<file path="src/rtl/float_mul_pipe_norm_stage.sv">
`default_nettype none
// +--------------------------------------------------------------------------+
// | Module      : float_mul_pipe_norm_stage                                  |
// | Description : Normalize/round stage of the single-precision multiplier,  |
// |               with a one-entry valid/ready output buffer.                |
// | Revision    : 1.0 - initial release                                      |
// +--------------------------------------------------------------------------+
module float_mul_pipe_norm_stage (
   input  logic        clk,
   input  logic        rst_n,
   input  logic        in_valid,
   output logic        in_ready,
   input  logic [1:0]  n_rm,
   input  logic        n_sign,
   input  logic [9:0]  n_exp10,
   input  logic        n_is_inf_nan,
   input  logic [22:0] n_inf_nan_frac,
   input  logic [47:0] n_z,
   output logic        out_valid,
   input  logic        out_ready,
   output logic [31:0] s,
   output logic        flag_ovf,
   output logic        flag_unf,
   output logic        flag_inx
);

   localparam logic [1:0]  c_RM_RNE  = 2'b00;
   localparam logic [1:0]  c_RM_RZ   = 2'b01;
   localparam logic [1:0]  c_RM_RD   = 2'b10;
   localparam logic [30:0] c_MAG_INF = 31'h7F800000;
   localparam logic [30:0] c_MAG_MAX = 31'h7F7FFFFF;

   logic        valid_q;
   logic [31:0] s_q;
   logic        ovf_q, unf_q, inx_q;

   logic [22:0] frac_n;
   logic        g, st, inc;
   logic [23:0] frac_sum;
   logic [9:0]  e_n, e_r;
   logic [31:0] s_d;
   logic        ovf_d, unf_d, inx_d;
   logic        accept;

   assign in_ready  = !valid_q || out_ready;
   assign accept    = in_valid && in_ready;
   assign out_valid = valid_q;
   assign s         = s_q;
   assign flag_ovf  = ovf_q;
   assign flag_unf  = unf_q;
   assign flag_inx  = inx_q;

   always_comb begin
      frac_n = n_z[47] ? n_z[46:24] : n_z[45:23];
      g      = n_z[47] ? n_z[23]    : n_z[22];
      st     = n_z[47] ? |n_z[22:0] : |n_z[21:0];
      e_n    = n_exp10 + {9'd0, n_z[47]};

      case (n_rm)
         c_RM_RNE: inc = g && (st || frac_n[0]);
         c_RM_RZ:  inc = 1'b0;
         c_RM_RD:  inc = n_sign && (g || st);
         default:  inc = !n_sign && (g || st);
      endcase

      // A carry out of the fraction renormalizes to 1.0 x 2^(e+1)
      frac_sum = {1'b0, frac_n} + {23'd0, inc};
      e_r      = e_n + {9'd0, frac_sum[23]};

      s_d   = {n_sign, e_r[7:0], frac_sum[22:0]};
      ovf_d = 1'b0;
      unf_d = 1'b0;
      inx_d = g || st;

      if (n_is_inf_nan) begin
         s_d   = {n_sign, 8'hFF, n_inf_nan_frac};
         inx_d = 1'b0;
      end else if (n_z == 48'd0) begin
         s_d   = {n_sign, 31'd0};
         inx_d = 1'b0;
      end else if ($signed(e_r) >= 10'sd255) begin
         ovf_d = 1'b1;
         inx_d = 1'b1;
         case (n_rm)
            c_RM_RNE: s_d = {n_sign, c_MAG_INF};
            c_RM_RZ:  s_d = {n_sign, c_MAG_MAX};
            c_RM_RD:  s_d = {n_sign, n_sign ? c_MAG_INF : c_MAG_MAX};
            default:  s_d = {n_sign, n_sign ? c_MAG_MAX : c_MAG_INF};
         endcase
      end else if ($signed(e_r) <= 10'sd0) begin
         s_d   = {n_sign, 31'd0};
         unf_d = 1'b1;
         inx_d = 1'b1;
      end
   end

   always_ff @(posedge clk) begin
      if (!rst_n) begin
         valid_q <= 1'b0;
         s_q     <= 32'd0;
         ovf_q   <= 1'b0;
         unf_q   <= 1'b0;
         inx_q   <= 1'b0;
      end else if (accept) begin
         valid_q <= 1'b1;
         s_q     <= s_d;
         ovf_q   <= ovf_d;
         unf_q   <= unf_d;
         inx_q   <= inx_d;
      end else if (out_ready) begin
         valid_q <= 1'b0;
      end
   end

endmodule
`default_nettype wire

</file>
<file path="config.mk">
export PLATFORM = sky130hd
export DESIGN_NAME = float_mul_pipe_norm_stage
export DESIGN_NICKNAME = d
export VERILOG_FILES = /design/src/rtl/float_mul_pipe_norm_stage.sv
export SDC_FILE = /design/constraint.sdc
export NUM_CORES = 1
export LEC_CHECK = 0
export BUFFER_PORTS_ARGS = -buffer_cell sky130_fd_sc_hd__buf_2
export CORE_MARGIN = 2
export CORE_UTILIZATION = 25
export DETAILED_ROUTE_END_ITERATION = 10
export PLACE_DENSITY = 0.49
export SYNTH_ARGS = -nofsm -noshare
export SYNTH_HDL_FRONTEND = slang
export SYNTH_SLANG_ARGS = --single-unit
</file>
<file path="constraint.sdc">
create_clock -name clk -period 6.7 [get_ports clk]
set_clock_uncertainty 0.05 [all_clocks]
set_input_delay 1.34 -clock clk [delete_from_list [all_inputs] [get_ports clk]]
set_output_delay 1.34 -clock clk [all_outputs]
set_load 0.02 [all_outputs]
</file>
-- Yosys cells after proc, flatten, opt, wreduce, memory -nomap -nowiden
Cells that the tools add are included.
- register bits: 36
- bits of input ports: 89
- output and inout bits: 37
- logic and storage cells: 50
- add/sub/neg operators: 3
- magnitude comparators: 2
- equality and inequality tests: 2
- mux-type cells: 24
- reduce and logical (&&, ||, !) cells: 14
- operator list (operator ; count):
    31-bit 2-to-1 mux ; 4
    24-bit one-hot mux with 3 select lines ; 1
    48-bit logical NOT ; 1
    24-bit 2-to-1 mux ; 2
    23-bit by 1-bit adder with 24-bit output ; 1
    23-bit 2-to-1 mux ; 1
    23-bit OR reduction ; 1
    22-bit OR reduction ; 1
    10-bit by 1-bit adder with 10-bit output ; 2
    1-bit 2-to-1 mux ; 15
    10-bit by 9-bit >= comparator with 1-bit output (second input constant) ; 1
    10-bit by 1-bit less-or-equal comparator with 1-bit output (second input constant) ; 1
    1-bit logical AND ; 4
    1-bit logical OR ; 3
    1-bit one-hot mux with 3 select lines ; 1
    2-bit by 1-bit == test with 1-bit output (second input constant) ; 1
    2-bit == test (second input constant) ; 1
    1-bit logical NOT ; 2
    2-bit logical NOT ; 1
    2-bit nonzero test ; 1

-- Logic depth before layout (Yosys ltp)
Gate-level depths: netlist of run 1.
- depth after elaboration: 12
- depth in mapped cells: 22
- mapped depth without buffers: 19

-- Least setup slack after synthesis of run 1
No wires, ideal clock.
- path kind: input-to-reg
- from: input port n_z[47]
- to: register s_q[4] (netlist: s[4])
- setup time: 0.126 ns
- data arrival time: 5.854 ns
- required time: 6.524 ns
- slack: 0.670 ns
- stages on the path: 22
- buffers on the path: 5
- cells stage by stage: buf_2 buf_1 buf_2 mux2i_1 or4_1 o21ai_0 ha_1 nand4_1 a211oi_2 and4_1 clkbuf_2 nor3b_1 fa_1 ha_1 xor2_1 nand3_1 or4_4 a21oi_4 a211oi_4 a21oi_2 buf_6 a31oi_1
- longest elaborated chain between the ends: 11
- elaborated cells on any way between the ends: 19
- classes of those cells: 3 x add/sub; 2 x order compare; 8 x mux; 6 x reduce/logical
- ends and longest elaborated chain (what ; line ; RTL):
    start: declaration ; 18 ; input logic [47:0] n_z,
    1-bit 2-to-1 mux (tied with other cells) ; 55 ; g = n_z[47] ? n_z[23] : n_z[22];
    1-bit logical OR (on tied branches) ; 62, 63, 60 ;
    1-bit logical AND (on tied branches) ; 63, 60, 62 ;
    1-bit one-hot mux with 3 select lines ; 59 ; case (n_rm)
    23-bit by 1-bit adder with 24-bit output ; 67 ; frac_sum = {1'b0, frac_n} + {23'd0, inc};
    10-bit by 1-bit adder with 10-bit output ; 68 ; e_r = e_n + {9'd0, frac_sum[23]};
    10-bit by 1-bit less-or-equal comparator with 1-bit output ; 90 ; end else if ($signed(e_r) <= 10'sd0) begin
    31-bit 2-to-1 mux ; 90 ;
    31-bit 2-to-1 mux ; 81 ; end else if ($signed(e_r) >= 10'sd255) begin
    31-bit 2-to-1 mux (*) ; 78 ; end else if (n_z == 48'd0) begin
    31-bit 2-to-1 mux (*) ; 75 ; if (n_is_inf_nan) begin
    end signal: assignment ; 100 ; s_q <= 32'd0;
    end signal: assignment ; 106 ; s_q <= s_d;
    end: declaration ; 34 ; logic [31:0] s_q;
Mark *: on every way between the ends. The rest lies on a longest branch, timed or not.
A chain may end at the register's enable or synchronous reset.

-- Worst setup path after layout of run 1
- from: input port n_z[1]
- to: register s_q[7] (netlist: s[7])
- longest elaborated chain between the ends: 12
- elaborated cells on any way between the ends: 18
- classes of those cells: 2 x add/sub; 2 x order compare; 6 x mux; 8 x reduce/logical
- ends and longest elaborated chain (what ; line ; RTL):
    23-bit OR reduction or 22-bit OR reduction (tied branches) ; 56 ; st = n_z[47] ? |n_z[22:0] : |n_z[21:0];
    1-bit 2-to-1 mux ; 56 ;
    1-bit logical OR (on tied branches) ; 62, 63, 60 ;
    1-bit logical AND (on tied branches) ; 63, 60, 62 ;
    1-bit one-hot mux with 3 select lines ; 59 ;
    23-bit by 1-bit adder with 24-bit output ; 67 ;
    10-bit by 1-bit adder with 10-bit output ; 68 ;
    10-bit by 1-bit less-or-equal comparator with 1-bit output ; 90 ;
    31-bit 2-to-1 mux ; 90 ;
    31-bit 2-to-1 mux ; 81 ;
    31-bit 2-to-1 mux (*) ; 78 ;
    31-bit 2-to-1 mux (*) ; 75 ;
Marks and branches as above.

==> results of run 1 <==
-- worst min-delay path, stage by stage (launching register included) --
cell	delay, ns
dfxtp_1	0.30
nand2_1	0.05
a21boi_1	0.05
-- worst min-delay path by stage --
stage | from | to | slack [ns]
floorplan | flag_inx | flag_inx | 0.48
global placement | flag_inx | flag_inx | 0.39
detailed placement | flag_inx | flag_inx | 0.40
CTS | flag_inx | flag_inx | 0.40
global route | flag_inx | flag_inx | 0.42
finish | flag_inx | flag_inx | 0.40
-- layout by cell type (no fill, tap or decap), drive strengths merged, types with 2 or more instances in the layout --
master / synthesis / final
buf: 14 / 133
nand2: 63 / 63
dfxtp: 36 / 36
o21ai: 26 / 26
nand3: 25 / 25
a21oi: 23 / 23
nor2: 22 / 22
xnor2: 17 / 17
a31oi: 17 / 17
xor2: 16 / 16
nand4: 15 / 15
nor4: 13 / 13
mux2i: 10 / 10
a211oi: 8 / 8
clkbuf: 18 / 8
o2111ai: 7 / 7
inv: 7 / 7
o221ai: 7 / 7
a21boi: 7 / 7
nor3: 6 / 6
nand2b: 5 / 5
nor2b: 5 / 5
ha: 5 / 5
o221a: 4 / 4
and2: 4 / 4
o211ai: 3 / 3
a2111oi: 3 / 3
and3: 3 / 3
nor3b: 2 / 2
o211a: 2 / 2
a41oi: 2 / 2
o22ai: 2 / 2
o31ai: 2 / 2
a221oi: 2 / 2
or4: 2 / 2
a21o: 2 / 2
-- sequential cells by signal, summed over array words and instances, names as in the netlist --
signal	flops
flag_unf	1
s	32
out_valid	1
flag_inx	1
flag_ovf	1
-- Yosys cell counts (5+ instances only) --
library cell / n
nor4_1: 12
buf_2: 5
inv_1: 7
nor3_1: 5
buf_6: 6
nor2b_1: 5
a21boi_0: 6
a31oi_1: 17
o21ai_0: 26
xor2_1: 15
o2111ai_1: 7
a21oi_1: 21
nand4_1: 15
nor2_1: 21
ha_1: 5
xnor2_1: 17
nand2_1: 63
mux2i_1: 10
nand2b_1: 5
o221ai_1: 7
a211oi_1: 6
dfxtp_1: 36
nand3_1: 24
clkbuf_1: 11
-- stage by stage --
stage | total power, W | cell area [um^2] | util (%) | hold WS (ns)
3_5_place_dp | 0.0004484 | 3861 | 30.85 | 0.3978
2_1_floorplan | 0.0003721 | 3187 | - | 0.4772
4_1_cts | 0.0006887 | 4008 | 32.02 | 0.4034
5_1_grt | 0.0007178 | 4008 | 32.02 | 0.4160
3_3_place_gp | 0.0004480 | 3861 | 30.85 | 0.3928
6_report | 0.0006814 | 4008 | 32.02 | 0.3998
-- layer usage --
metal	global-route usage, %	up-vias	wire (um)	part of all wire, %
met5	0	-	0	0
met2	26.59	137	5153	46
li1	-	1768	-	-
met4	4.157	0	118	1.1
met3	2.420	7	788	7.1
met1	22.57	1617	5047	45
-- final cells by class --
class,instances,area (um^2),share of cell area (%)
multi-input combinational,341,2213,55.23
tap,172,215.2,5.370
sequential,36,720.7,17.98
timing repair buffer,133,685.7,17.11
clock buffer,8,146.4,3.653
inverter,7,26.28,0.6556
-- power breakdown --
part,switching [W],total [W],leakage (nW),internal (W)
logic,0.000126,0.000202,1.29,0.0000760
clock network,0.0000888,0.000237,0.0712,0.000148
registers,0.0000102,0.000242,0.298,0.000232
total,0.000225,0.000681,1.66,0.000456
-- cells by family after synthesis --
group	synth area share (%)
AND/OR/NAND/NOR	26.90
multiplexers	3.494
adder cells (fa/ha/maj)	2.591
buffers and inverters	7.931
flip-flops	22.61
AO/OA/AOI/OAI	27.17
XOR/XNOR	9.305
==> impl_metrics.csv, run 1 <==
group,metric,value,unit
status,status,"finished, final reports clean",
global_routing,grt_pass1_vias,3334,
sta,slew_headroom,60.04,%
layout,num-fill-cells,1401,
sta,rsz0062_at_grt,"false",
synth,ys_seq_elements,36,
drt,routed_wl,11.11,mm
cts,clock-sinks,36,
power,power_leakage,1.661,nW
synth,avgSynthCellArea,7.624,um^2
critical_path,slowest_stage,"a2111oi_0",
flow_run,drv_cap,0,
synth,synth_top_cell_by_area,"dfxtp_1",
critical_path,cp.required,6.86,ns
sta,timing.final.crit_share,90.35,%
die,die_area,13670,um^2
critical_path,reg2reg_depth,6,
cts,cts_max_level,2,
global_routing,grt_start_max_net_pins,43,
critical_path,path_max_fanout,12,
die,pin_count,126,
die,core_area,12520,um^2
drt,avgViaCountPerCell,5.063,
synth,synthCells,418,
die,dieWidth,116.9,um
critical_path,startpoint_type,"input pin",
critical_path,r2r_setup_slack,4.77,ns
critical_path,crit_path_end_kind,"flop",
die,rows,41,
sta,setup_viol,0,
hold_path,hp-class,"flop to flop",
die,die_h,116.9,um
cts,hold_buffers,0,
critical_path,criticalPathCategory,"input pin to flop",
critical_path,cp_num_cells,20,
synth,synth_edf_count,0,
critical_path,regToRegStartpoint,"out_valid",
drt,post_drt_wl_per_cell,15.94,um
synth,ys_warn_count,0,
placement,routabilityCongestion,0.8742,
drt,drcViolationCount,0,
critical_path,critPathLaunch,"n_z[1]",
synth,async_flop_share,0,%
layout,finalNonFillerCells,697,
hold_path,hold_path_depth,2,
synth,ys.flop_type,"dfxtp_1",
cts,cts_post_setup_buffers_inserted,0,
critical_path,slowest_delay,0.53,ns
cts,cts_tree,"built",
layout,layout-drive-gt1-share,30.29,%
synth,syn_nets,513,
sta,setup_ws,0.6465,ns
synth,synth.top_cell.area_share,22.61,%
layout,fin_nets,619,
cts,insertion_delay,0.28,ns
layout,area_growth,25.76,%
critical_path,r2r-end,"flag_inx",
drt,vias,3529,
synth,ys_seq_area_share,22.61,%
global_routing,grt_overflow,0,
synth,synth.distinct_cells,69,
cts,clk_path_buf_depth,2,
critical_path,cp.arrival,6.22,ns
global_routing,track_usage,16.28,%
synth,synthesis.area,3187,um^2
sta,slew_viol_final,0,
sta,fmax,165.2,MHz
power,power_density,170.0,nW/um^2
critical_path,cp_cell_sequence,"buf_2 > nor4_1 > nand4_1 > a2111oi_0 > o21ai_0 > ha_1 > nand4_1 > a211oi_2 > and4_1 > nor3b_1 > fa_1 > ha_1 > nand3_1 > nor2_1 > xnor2_1 > a21oi_4 > a211oi_4 > buf_4 > o2111ai_1 > a31oi_1",
sta,finalHoldViolations,0,
placement,dp.cells,689,
cts,cts_root_buf,"clkbuf_16",
die,start_util,25.46,%
critical_path,crit_buf_inv,2,
drt,drtIter0Drc,195,
drt,first_pass_iters,4,
sta,tightest_slew,0.5842,ns
cts,path_clk_slew,0.06,ns
global_routing,antenna_found_initial,0,
power,max-vdd-ir-drop,0.0001021,V
cts,ctsResizeCount,0,
critical_path,endpoint,"s[7]",
synth,synth_area_leaders,"dfxtp_1, nand2_1, xnor2_1",
cts,cts_buffers,5,
sta,setup-tns-final,0,ns
layout,antenna_cells,0,
global_routing,grt_pass1_wl,17.41,mm
placement,port_buffers,125,
sta,period_minus_slack,6.054,ns
critical_path,cp_top_family,"compound AO/OA/AOI/OAI gates",
placement,post-place-ws,0.3369,ns
drt,ant_nets,0,
placement,place_hpwl,8.805,mm
Note: power is estimated with default switching activity, not from simulation.
==> run 2: changes to the inputs <==
CELL_PAD_IN_SITES_DETAIL_PLACEMENT = 0   (was not set)
CELL_PAD_IN_SITES_GLOBAL_PLACEMENT = 1   (was not set)
PLACE_DENSITY = 0.64   (was 0.49)
==> run 2 against run 1 <==
  * Global-route usage hardly changed
  * Sequential power about the same
  * Final cell count fell by 0.14%
  * Cell area grew 0.19%
  * Clock power rose by 2%
  * Routed wire length up 0.50%
  * Hold slack lost 0.0062 ns
  * Combinational power about the same
  * Count of clock-buffer cells in the layout is 1 lower
  * Worst setup slack worse by 0.097 ns
  * Fmax fell by 1.6%
  * Flip-flop and latch count unchanged
  * Critical path type unchanged
  * Largest cell class unchanged
  * Highest routed layer unchanged
==> impl_metrics.csv, run 2 (synthesis gave the netlist of run 1 again) <==
group,metric,value,unit
sta,timing.final.crit_share,91.80,%
drt,drtIter0Drc,246,
global_routing,antenna_found_initial,0,
die,pin_count,126,
critical_path,cp_cell_sequence,"buf_2 > mux2_2 > a2111oi_0 > or4_1 > o21ai_0 > ha_1 > nand4_1 > a211oi_2 > and4_1 > nor3b_1 > fa_1 > ha_1 > xor2_1 > nand3_1 > or4_4 > a21oi_4 > a211oi_4 > a21oi_2 > a31oi_1",
sta,tightest_slew,0.5826,ns
sta,setup_viol,0,
cts,cts_buffers,5,
placement,routabilityCongestion,0.8446,
layout,layout-drive-gt1-share,30.53,%
sta,finalHoldViolations,0,
sta,slew_headroom,61.16,%
cts,cts_tree,"built",
critical_path,path_max_fanout,12,
hold_path,hp-class,"flop to flop",
hold_path,hold_path_depth,2,
critical_path,cp_top_family,"simple AND/OR/NAND/NOR gates",
power,power_density,170.7,nW/um^2
critical_path,criticalPathCategory,"input pin to flop",
die,start_util,25.46,%
die,die_area,13670,um^2
drt,routed.top_layer,"met4",
power,power_leakage,1.665,nW
global_routing,track_usage,16.25,%
drt,wl_met1,5.343,mm
die,rows,41,
layout,finalNonFillerCells,696,
placement,dp.cells,689,
critical_path,reg2reg_depth,6,
sta,period_minus_slack,6.151,ns
critical_path,cp.required,6.78,ns
drt,ant_nets,0,
drt,first_pass_iters,4,
die,core_area,12520,um^2
sta,holdWs,0.3936,ns
critical_path,cp_num_cells,19,
status,status,"finished, final reports clean",
drt,drcViolationCount,0,
layout,layout_common_cells,"buf_2, nand2_1, dfxtp_1",
critical_path,crit_path_end_kind,"flop",
critical_path,slowest_stage,"a21oi_2",
placement,port_buffers,125,
global_routing,grt_start_max_net_pins,44,
cts,path_clk_slew,0.05,ns
power,max-vdd-ir-drop,0.0001063,V
sta,slew_viol_final,0,
cts,cts_root_buf,"clkbuf_16",
critical_path,path_common_cell,"ha_1",
die,die_h,116.9,um
placement,place_hpwl,8.977,mm
drt,post_drt_wl_per_cell,16.04,um
global_routing,grt_pass1_wl,17.44,mm
drt,avgViaCountPerCell,5.103,
layout,layout_commonest_cell,"buf_2",
cts,cts_post_setup_buffers_inserted,0,
power,total_power,0.0006856,W
cts,cts_max_level,2,
placement,placed_area,3861,um^2
drt,wl_met2,4.968,mm
layout,fin_nets,619,
critical_path,cp.arrival,6.23,ns
cts,insertion_delay,0.27,ns
layout,largest_reg_flops,32,
drt,wl_met3,686,um
die,dieWidth,116.9,um
layout,antenna_cells,0,
cts,clk_path_buf_depth,2,
critical_path,startpoint_type,"input pin",
sta,fmax,162.6,MHz
cts,clock-sinks,36,
critical_path,crit_buf_inv,1,
flow_run,drv_cap,0,
global_routing,grt_overflow,0,
global_routing,grt_pass1_vias,3354,
drt,routed_wl,11.16,mm
drt,vias,3552,
critical_path,slowest_delay,0.48,ns
sta,rsz0062_at_grt,"false",
sta,setup-tns-final,0,ns
layout,final_area,4015,um^2
layout,area_growth,25.99,%
[run 2: cell types whose count changed in the layout (fill, tap and decap cells not counted)]
cell / change
clkbuf_1: -2
a2111oi_0: -1
a2111oi_1: +1
clkbuf_8: +1
[run 2: metal layers]
layer | GRT usage (%) | up-vias
li1 | - | 1776
met1 | 23.54 | 1650
met2 | 25.05 | 116
met3 | 2.575 | 10
met4 | 4.392 | 0
met5 | 0 | -
[run 2: area by class of cell]
class	instances	area, um^2
well taps	172	215.2
fillers	1395	8502
multi-input cells	341	2215
repair buffers	133	685.7
clock buffers	7	152.6
flip-flops and latches	36	720.7
inverters	7	26.28
[run 2: path summary, 6_finish.rpt]
kind	startpoint	slack (ns)	end
setup / recovery	n_z[47]	0.55	s[20]
hold / removal	flag_inx	0.39	flag_inx
setup reg to reg	out_valid	4.80	flag_inx
hold reg to reg	flag_inx	0.39	flag_inx
[run 2: what timing repair did]
item | in CTS | in global routing
gates resized for setup | 0 | 1
setup endpoints to repair | 0 | 12
hold buffers | 0 | 0
[run 2: metrics by stage]
stage          utilization (%)  setup WS (ns)
2_1_floorplan                -         0.6702
3_3_place_gp             30.85         0.4438
3_5_place_dp             30.85         0.2272
4_1_cts                  32.07         0.4864
5_1_grt                  32.08        0.03908
6_report                 32.08         0.5492
[run 2: worst reg2reg max path, stage by stage, from the launching register on]
cell	delay, ns
dfxtp_1	0.30
nand2b_1	0.11
and2_1	0.14
buf_4	0.37
nand2b_1	0.30
a311o_1	0.43
a21boi_1	0.14
[run 2: where the power goes]
group | switching [W] | internal [W]
combinational | 0.000127 | 0.0000764
clock | 0.0000851 | 0.000156
sequential | 0.00000928 | 0.000232
==> run 3: changes to the inputs <==
--- a/config.mk
+++ b/config.mk
@@ -6,4 +6,5 @@
 export NUM_CORES = 1
 export LEC_CHECK = 0
+export ABC_AREA = 1
 export BUFFER_PORTS_ARGS = -buffer_cell sky130_fd_sc_hd__buf_2
 export CELL_PAD_IN_SITES_DETAIL_PLACEMENT = 0
@@ -12,5 +13,6 @@
 export CORE_UTILIZATION = 25
 export DETAILED_ROUTE_END_ITERATION = 10
-export PLACE_DENSITY = 0.64
+export MAX_ROUTING_LAYER = met4
+export PLACE_DENSITY = 0.67
 export SYNTH_ARGS = -nofsm -noshare
 export SYNTH_HDL_FRONTEND = slang
--- a/constraint.sdc
+++ b/constraint.sdc
@@ -3,3 +3,3 @@
 set_input_delay 1.34 -clock clk [delete_from_list [all_inputs] [get_ports clk]]
 set_output_delay 1.34 -clock clk [all_outputs]
-set_load 0.02 [all_outputs]
+set_load 0.1 [all_outputs]
==> run 3 against run 2 <==
  * Sequential share of layout area is 1.4 points lower
  * Fmax is 21% higher
  * Hold slack better by 0.030 ns
  * Synthesized area is 9.5% higher
  * Routed wire length is 3.3% higher
  * Non-clock buffer count is 6 lower
  * Count of clock-buffer cells in the layout is 1 higher
  * Via count is 19% higher
  * Largest cell class unchanged
==> impl_metrics.csv, run 3 <==
group,metric,value,unit
cts,cts_tree,"built",
cts,ctsResizeCount,0,
layout,layout-drive-gt1-share,21.59,%
layout,layout_common_cells,"nand2_1, buf_2, nor2_1",
synth,ys.flop_type,"dfxtp_1",
power,max-vdd-ir-drop,0.00009117,V
synth,syn_nets,726,
synth,avgSynthCellArea,5.528,um^2
die,core_area,13770,um^2
global_routing,grt_start_max_net_pins,48,
critical_path,endpoint,"s[12]",
critical_path,path_max_fanout,23,
cts,cts_buffers,5,
drt,ant_nets,0,
synth,synthTopCellsByCount,"nand2_1, nor2_1, o21ai_0",
sta,setup_viol,0,
critical_path,cp.required,6.86,ns
critical_path,cp.arrival,5.23,ns
critical_path,criticalPathCategory,"input pin to flop",
sta,setup-tns-final,0,ns
layout,final_area,4345,um^2
sta,slew_headroom,43.46,%
global_routing,antenna_found_initial,0,
synth,synth.most_common_cell,"nand2_1",
critical_path,reg2reg_depth,10,
placement,post-place-ws,1.350,ns
cts,insertion_delay,0.27,ns
drt,drtIter0Drc,302,
synth,ys_seq_elements,36,
critical_path,critPathLaunch,"n_z[47]",
placement,placed_area,4199,um^2
drt,drcViolationCount,0,
critical_path,r2r_setup_slack,4.82,ns
placement,place_hpwl,9.573,mm
sta,timing.final.crit_share,75.70,%
cts,cts_root_buf,"clkbuf_16",
critical_path,startpoint_type,"input pin",
drt,post_drt_wl_per_cell,12.53,um
global_routing,grt_pass1_wl,18.53,mm
synth,synth.top_cell.area_share,24.32,%
layout,largest_reg_flops,32,
power,power_leakage,2.252,nW
layout,final_util,31.55,%
placement,routabilityCongestion,0.9105,
synth,ys_seq_area_share,20.66,%
die,dieWidth,122.1,um
synth,synthesis.area,3488,um^2
cts,cts_max_level,2,
cts,path_clk_slew,0.05,ns
hold_path,hp-class,"flop to flop",
layout,fin_nets,835,
synth,async_flop_share,0,%
drt,vias,4213,
drt,avgViaCountPerCell,4.574,
power,total_power,0.0008051,W
sta,slew_viol_final,0,
layout,antenna_cells,0,
global_routing,track_usage,15.75,%
synth,synth.distinct_cells,33,
sta,tightest_slew,0.8471,ns
sta,fmax,197.2,MHz
die,start_util,25.33,%
die,pin_count,126,
global_routing,grt_pass1_vias,3897,
synth,ys_warn_count,0,
synth,synth_top_cell_by_area,"nand2_1",
cts,clk_path_buf_depth,2,
layout,layout_commonest_cell,"nand2_1",
die,die_area,14910,um^2
power,power_density,185.3,nW/um^2
sta,finalHoldViolations,0,
synth,synth_edf_count,0,
sta,setup_ws,1.628,ns
synth,synthCells,631,
sta,rsz0062_at_grt,"false",
global_routing,grt_overflow,0,
cts,hold_buffers,0,
die,rows,43,
critical_path,crit_path_end_kind,"flop",
critical_path,r2r-end,"flag_inx",
critical_path,regToRegStartpoint,"out_valid",
status,status,"finished, final reports clean",
synth,synth_area_leaders,"nand2_1, dfxtp_1, o21ai_0",
sta,period_minus_slack,5.072,ns
die,die_h,122.1,um
flow_run,drv_cap,0,
cts,cts_post_setup_buffers_inserted,0,
cts,clock-sinks,36,
drt,routed_wl,11.54,mm
drt,first_pass_iters,4,
layout,area_growth,24.57,%
placement,port_buffers,125,
==> run 3: routing by layer <==
layer,GRT usage (%),wire length [um]
met1,22.85,5908
met2,23.39,4884
met3,1.404,637
met4,4.023,107
met5,-,0
==> run 3: layout make-up <==
| cell class | count | area [um^2] |
|---|---|---|
| fill | 1634 | 9428 |
| multi-input combinational | 509 | 2384 |
| sequential | 36 | 720.7 |
| timing repair buffer | 127 | 640.6 |
| inverter | 61 | 229.0 |
| tap | 180 | 225.2 |
| clock buffer | 8 | 146.4 |
==> run 3: worst max-delay path: stages <==
cell and delay (ns):
buf_2 0.15, o21ai_0 0.33, nor3_1 0.11, o41ai_1 0.26, ha_1 0.27, nand3_1 0.19
nor2_1 0.17, nand3_1 0.11, nor4_1 0.37, fa_1 0.36, ha_1 0.23, nand2_2 0.10
nor2_4 0.11, nand3_1 0.09, nand2_2 0.09, nor2_1 0.04, nand2_1 0.09, nand2_2 0.10
nand3_1 0.09, nand2_1 0.06, inv_2 0.26, nand2_1 0.15, a21oi_1 0.14
==> run 3: stage by stage <==
stage,std cells,hold slack (ns)
2_1_floorplan,631,0.8581
3_3_place_gp,913,0.4072
3_5_place_dp,913,0.4169
4_1_cts,921,0.4234
5_1_grt,921,0.4543
6_report,921,0.4232
==> run 3: cell families (layout without fill, tap and decap cells) <==
group                    after synthesis  count (layout)  share of synthesized area [%]
AND/OR/NAND/NOR                      365             365                          44.37
AO/OA/AOI/OAI                        131             131                          19.62
buffers and inverters                 86             196                          11.01
flip-flops                            36              36                          20.66
XOR/XNOR                               7               7                          1.973
adder cells (fa/ha/maj)                6               6                          2.367
==> run 3: report_power, final <==
group	internal (W)	switching, W
Sequential	0.000232	0.00000903
Clock	0.000148	0.0000797
Combinational	0.0000772	0.000259
Total	0.000457	0.000348
==> run 3: worst min path at each step <==
stage / slack [ns] / cells past startpoint / start / endpoint
floorplan: 0.86 / 2 / flag_ovf / flag_ovf
global placement: 0.41 / 2 / flag_ovf / flag_ovf
detailed placement: 0.42 / 2 / flag_unf / flag_unf
CTS: 0.42 / 2 / flag_unf / flag_unf
global route: 0.45 / 2 / flag_unf / flag_unf
finish: 0.42 / 2 / flag_unf / flag_unf
